File: config.mk
export PLATFORM = sky130hd
export DESIGN_NAME = sub8_serial
export DESIGN_NICKNAME = d
export VERILOG_FILES = /design/src/rtl/sub8_serial.sv
export SDC_FILE = /design/constraint.sdc
export NUM_CORES = 1
export LEC_CHECK = 0
export CAP_MARGIN = 40
export CORE_ASPECT_RATIO = 1.75
export CORE_MARGIN = 5
export CORE_UTILIZATION = 50
export DETAILED_ROUTE_END_ITERATION = 8
export GPL_TIMING_DRIVEN = 0
export PLACE_DENSITY = 0.85
export SLEW_MARGIN = 0
export SYNTH_ARGS = -nofsm -noshare
export SYNTH_HDL_FRONTEND = slang
export SYNTH_SLANG_ARGS = --single-unit
File: constraint.sdc
create_clock -name clk -period 3.43 [get_ports clk]
set_input_delay 0.5145 -clock clk [delete_from_list [all_inputs] [get_ports clk]]
set_output_delay 0.5145 -clock clk [all_outputs]
set_load 0.05 [all_outputs]
File: src/rtl/sub8_serial.sv
// Bit-serial subtractor: DIFF = A - B with borrow-out, one bit per clock, LSB first.
// One full-subtractor cell is reused for every bit position. A start/busy/done handshake sequences each operation.

module sub8_serial_fs (
    input  logic a,
    input  logic b,
    input  logic bi,
    output logic d,
    output logic bo
);
    assign d  = a ^ b ^ bi;
    assign bo = (~a & b) | (~(a ^ b) & bi);
endmodule

module sub8_serial #(
    parameter int WIDTH = 8
) (
    input  logic             clk,
    input  logic             rst,
    input  logic             start,
    input  logic [WIDTH-1:0] a,
    input  logic [WIDTH-1:0] b,
    output logic             busy,
    output logic             done,
    output logic [WIDTH-1:0] diff,
    output logic             bout
);
    localparam int CW = (WIDTH > 2) ? $clog2(WIDTH) : 1;

    typedef enum logic {IDLE, SHIFT} state_t;

    state_t           state, state_nxt;
    logic [WIDTH-1:0] a_sr, b_sr, d_sr;
    logic [CW-1:0]    cnt;
    logic             br;
    logic             d_bit, br_nxt;
    logic             last;
    logic             load;

    sub8_serial_fs u_fs (
        .a  (a_sr[0]),
        .b  (b_sr[0]),
        .bi (br),
        .d  (d_bit),
        .bo (br_nxt)
    );

    assign last = (cnt == CW'(WIDTH - 1));
    assign busy = (state == SHIFT);

    always_comb begin
        state_nxt = state;
        load      = 1'b0;
        case (state)
            IDLE: begin
                if (start) begin
                    load      = 1'b1;
                    state_nxt = SHIFT;
                end
            end
            SHIFT: begin
                if (last)
                    state_nxt = IDLE;
            end
            default: state_nxt = IDLE;
        endcase
    end

    always_ff @(posedge clk) begin
        if (rst)
            state <= IDLE;
        else
            state <= state_nxt;
    end

    // Result registers only move on the final bit, so they hold across SHIFT and new starts.
    always_ff @(posedge clk) begin
        if (rst) begin
            a_sr <= '0;
            b_sr <= '0;
            d_sr <= '0;
            cnt  <= '0;
            br   <= 1'b0;
            diff <= '0;
            bout <= 1'b0;
            done <= 1'b0;
        end else begin
            done <= 1'b0;
            if (load) begin
                a_sr <= a;
                b_sr <= b;
                br   <= 1'b0;
                cnt  <= '0;
            end else if (state == SHIFT) begin
                a_sr <= a_sr >> 1;
                b_sr <= b_sr >> 1;
                d_sr <= {d_bit, d_sr[WIDTH-1:1]};
                br   <= br_nxt;
                cnt  <= cnt + CW'(1);
                if (last) begin
                    diff <= {d_bit, d_sr[WIDTH-1:1]};
                    bout <= br_nxt;
                    done <= 1'b1;
                end
            end
        end
    end
endmodule

## Yosys cells after proc, flatten, opt, wreduce, memory -nomap -nowiden

Cells that the tools add are included.

- Logic and storage cells: 34
- Output and inout port bits: 11
- RAM bits: 0
- Memories: 0
- Latch bits: 0
- Bits in registers: 39
- ROM bits: 0
- Input port bits: 19

- Bitwise operators: 9
- $lt $le $gt $ge: 0
- Shift operators: 0
- Equal/unequal tests: 1
- Add/sub/neg operators: 1
- Multipliers: 0
- Muxes and demuxes: 9
- Divide/modulo/power cells: 0
- Reductions and logical operators: 5

Operators by type and width:

| operator | count |
|---|---|
| 8-bit two-way mux | 4 |
| 1-bit two-way mux | 4 |
| 1-bit inverter | 4 |
| 3-bit by 1-bit adder with 3-bit output, second input constant | 1 |
| 3-bit equality test, second input constant | 1 |
| 3-bit AND reduction | 1 |
| 3-bit OR reduction | 1 |
| 1-bit AND | 2 |
| 1-bit one-hot mux with 2 select lines | 1 |
| 2-bit AND reduction | 1 |
| 2-bit nonzero test | 1 |
| 2-bit OR reduction | 1 |
| 1-bit XOR | 2 |
| 1-bit bitwise OR | 1 |

## Logic depth before layout (Yosys ltp)

Gate-level depths: netlist of run 1.

- Word-level depth: 4
- Gate-level depth with buffers: 6
- Mapped depth without buffers: 4

## Modules after synthesis

Synthesis of run 1 repeated with hierarchy kept, for this count alone.

- Cell total of the unflattened synthesis: 162
- Area, all modules: 1646.6 µm²

By module, submodules not included:

| module | area an instance (µm²) | sequential area each (µm²) | times used | cells an instance |
|---|---|---|---|---|
| sub8_serial | 1615.3 | 760.7 | 1 | 158 |
| sub8_serial_fs | 31.3 | 0.0 | 1 | 4 |

## Least setup slack after synthesis of run 1

Ideal clock, no wire load.

- Path type: register to register
- Start point: register state, in the netlist busy
- End point: register d_sr[7]
- Setup time: 0.128 ns
- Path buffers: 2
- Arrival: 1.254 ns
- Stages on the path, launching flop included: 5
- Path slack: 2.048 ns
- Clock period less this slack: 1.382 ns
- Required time: 3.302 ns
- Cell sequence: dfxtp_1 > buf_6 > buf_6 > mux2i_1 > nor2_1

- Word-level cells in the longest chain between the ends: 3

Ends and longest elaborated chain:

| element | line | source |
|---|---|---|
| from (decl) | 32 | `state_t state, state_nxt;` |
| from (signal assigned) | 73 | `state <= state_nxt;` |
| 1-bit two-way mux | 54 | `case (state)` |
| 1-bit inverter (no source line) | -- |  |
| 2-bit AND reduction (no source line) * | -- |  |
| to (signal assigned) | 97 | `d_sr <= {d_bit, d_sr[WIDTH-1:1]};` |
| to (decl) | 33 | `logic [WIDTH-1:0] a_sr, b_sr, d_sr;` |

Every way passes the cells marked *; elsewhere a longest branch is shown, timed or not.
A chain may end at the register's enable or synchronous reset.

## Worst setup path in the final report of run 1

- Start point: register state, in the netlist busy
- End point: output busy

RTL lines:

| element | line | source |
|---|---|---|
| to (decl) | 23 | `output logic busy,` |

No word-level cell between the ends.

==> results of run 1 <==
## cells in the mapped netlist
| master | n |
|---|---|
| dfxtp_1 | 38 |
| mux2i_1 | 23 |
| a211oi_1 | 15 |
| nor2b_1 | 14 |
| a21oi_1 | 13 |
| a21bo_2 | 8 |
| nand3_1 | 8 |
| nor2_1 | 8 |
| buf_2 | 4 |
| buf_4 | 4 |
| ha_1 | 3 |
| inv_1 | 3 |
| or3b_1 | 3 |
| buf_1 | 2 |
| buf_6 | 2 |
| clkbuf_1 | 2 |
| nand2_1 | 2 |
| nand2b_1 | 2 |
| nor3_1 | 2 |
| a311oi_1 | 1 |
| fa_1 | 1 |
| nor3b_1 | 1 |
| or3b_2 | 1 |
## through the flow
step / hold slack, ns / worst slack [ns] / cells / instance area, um2 / power [uW]
final: 0.482 / 1.26 / 238 / 2060 / 873
after global routing: 0.513 / 1.24 / 238 / 2060 / 912
after CTS: 0.480 / 1.27 / 238 / 2060 / 881
after detailed placement: 0.469 / 1.60 / 231 / 1980 / 593
after global placement: 0.453 / 1.60 / 231 / 1980 / 586
after floorplan: 0.443 / 2.05 / 160 / 1640 / 552
## flip-flops by register name, summed over array words and instances, names as in the netlist
signal and count:
a_sr 8, b_sr 8, bout 1, br 1
busy 1, cnt 3, d_sr 7, diff 8
done 1
## worst reg2reg max path, stage by stage, from the launching register on
cell	delay [ns]
dfxtp_1	0.32
ha_1	0.22
ha_1	0.19
buf_2	0.18
buf_2	0.20
a311oi_1	0.31
## path summary, 6_finish.rpt
check | from | slack, ns | to
setup reg to reg | cnt[0] | 1.90 | bout
hold / removal | d_sr[1] | 0.48 | diff[0]
setup / recovery | busy | 1.26 | busy
hold reg to reg | d_sr[1] | 0.48 | diff[0]
## power by group through the flow
stage                     Sequential (uW)  Clock, uW  Combinational, uW
final                                 473        291                110
after global routing                  475        316                121
after CTS                             473        297                110
after detailed placement              483          0                110
after global placement                482          0                104
after floorplan                       482          0               69.5
## layer usage
metal | vias to the layer above | global-route usage, % | part of all wire, % | routed length, um
met5 | - | 0 | 0 | 0
li1 | 630 | - | - | -
met4 | 0 | 11.6 | 3.9 | 139
met3 | 13 | 5.39 | 4.5 | 162
met1 | 601 | 18.7 | 39 | 1400
met2 | 39 | 29.9 | 52 | 1860
## cells by family (layout without fill, tap and decap cells)
family	Yosys count	count (layout)	share of synthesized area [%]
multiplexers	23	23	14.0
flip-flops	38	38	46.3
AND/OR/NAND/NOR	41	41	14.0
AO/OA/AOI/OAI	37	37	16.2
buffers and inverters	17	52	6.01
adder cells (fa/ha/maj)	4	4	3.50
## layout make-up
type / count / share of cell area [%]
buffer: 14 / 4.26
clock buffer: 5 / 3.35
clock inverter: 2 / 0.487
inverter: 3 / 0.547
multi-input combinational: 105 / 38.1
sequential: 38 / 37.0
tap: 43 / 2.62
timing repair buffer: 28 / 13.6
==> flow_metrics.py, run 1 <==
metrics = {
    "outcome": {
        "outcome": "finished, final reports clean",
    },
    "route": {
        "viasPerCell": 5.39,
        "drtAntennaViolNets": 0,
        "drt-pass1-iter-count": 4,
        "wl_per_cell_um": 15.0,
        "num_vias": 1283,
        "drcViolationCount": 0,
        "drtIter0Drc": 29,
        "wirelength_um": 3570,
    },
    "setup_path": {
        "worst_r2r_path_depth": 5,
        "cp_slowest_cell": "clkdlybuf4s50_1",
        "critPathBufInv": 1,
        "cp_max_fo": 8,
        "setup.worst_path.start_class": "flip-flop",
        "cp.arrival_ns": 1.65,
        "max_stage_delay_ns": 0.87,
        "critPathTopFamily": "buffers and inverters",
        "crit_cells": 1,
        "required_ns": 2.92,
        "critical_path_class": "flip-flop to primary output",
        "critPathCaptureType": "primary output",
        "cp_cell_sequence": "clkdlybuf4s50_1",
    },
    "synth": {
        "syn_area_um2": 1640,
        "synth_top_cell_by_area": "dfxtp_1",
        "synth_cell_types": 23,
        "synth_warnings": 0,
        "synth-seq-cells": 38,
        "synth_nets": 183,
        "ys_seq_area_share_pct": 46.3,
        "avgSynthCellArea_um2": 10.3,
        "yosys-top-cells-area": "dfxtp_1 46%, mux2i_1 14%, a211oi_1 6.8%",
        "netlist_instances": 160,
        "synth.top_cell.area_share_pct": 46.3,
    },
    "clock_network": {
        "clk_latency_ns": 0.30,
        "numCtsBuffers": 5,
        "cts_tree": "done",
        "cts_sinks": 38,
        "cts_hold_buf": 0,
        "cts_setup_buffers": 0,
        "clockRootBuffer": "clkbuf_8",
        "cts_htree_levels": 2,
        "postCtsResizedCells": 0,
        "clk_pin_slew_worst_paths_ns": 0.07,
        "clock_path_buffers": 2,
    },
    "layout": {
        "nets": 218,
        "final_cell_mix": "38 x dfxtp_1, 28 x clkdlybuf4s50_1, 23 x mux2i_1",
        "drive_gt1_share_pct": 13.3,
        "multi_input_area_um2": 785,
        "final_core_util_pct": 64.8,
        "area_growth_pct": 25.1,
        "final_common_cell": "dfxtp_1",
        "regArea_um2": 761,
        "diodes": 0,
        "num-fill-cells": 296,
    },
    "sta": {
        "slew_headroom_pct": 65.9,
        "setup_viol": 0,
        "drv_slew": 0,
        "min_period_ns": 2.17,
        "period_share_pct": 63.2,
        "rsz0062_at_grt": "false",
        "max_freq_mhz": 461,
        "finClkSkew_ns": 0.00607,
        "worstMarginPinSlew_ns": 0.509,
        "fin_tns_setup_ns": 0,
        "finalHoldViolations": 0,
    },
    "die": {
        "core.rowCount": 27,
        "num_io_pins": 30,
        "die_h_um": 85.9,
        "coreArea_um2": 3180,
        "fp.dieW_um": 53.3,
        "floorplan.initialDensity_pct": 51.8,
        "die_area_um2": 4580,
    },
    "power": {
        "p_seq_share_pct": 54.2,
        "combPwrFrac_pct": 12.6,
        "pwr_density_cell_nw_per_um2": 425,
        "sw_frac_of_total_pct": 25.2,
        "peakVddDrop_mv": 0.301,
        "power.leakage_uw": 0.000814,
        "cellInternalPower_uw": 654,
        "pwr-share-clk_pct": 33.3,
        "power_switching_uw": 220,
    },
    "hold_path": {
        "hold_class": "flip-flop to flip-flop",
        "holdPathStages": 2,
    },
    "global_route": {
        "grt_pass1_vias": 1304,
        "track_usage_pct": 18.0,
        "antenna_found_initial": 0,
        "grt_overflow": 0,
        "grt_max_degree": 12,
        "grt_pass1_wl_um": 6030,
    },
    "placement": {
        "numPortBuffers": 28,
        "dp_hpwl_um": 2690,
        "gp_congestion": 0.823,
    },
    "job": {
        "cap_viol_max_count": 0,
    },
}
Note: power is estimated with default switching activity, not from simulation.
==> run 2: changes to the inputs <==
==> constraint.sdc (replaced) <==
create_clock -name clk -period 2 [get_ports clk]
set_input_delay 0.3 -clock clk [delete_from_list [all_inputs] [get_ports clk]]
set_output_delay 0.3 -clock clk [all_outputs]
set_load 0.05 [all_outputs]
==> results of run 2 <==
Same layout as run 1 (identical final DEF). Status: finished, final reports clean.
Among the figures that moved: setup slack after placement 1.60 ns -> 0.381 ns; setup slack after layout 1.26 ns -> 0.0468 ns; hold slack 0.482 ns -> 0.306 ns; register-to-register setup slack 1.90 ns -> 0.47 ns; end point of the worst hold path diff[0] -> b_sr[2]; total power 873 uW -> 1500 uW; worst IR drop on VDD 0.301 mV -> 0.516 mV
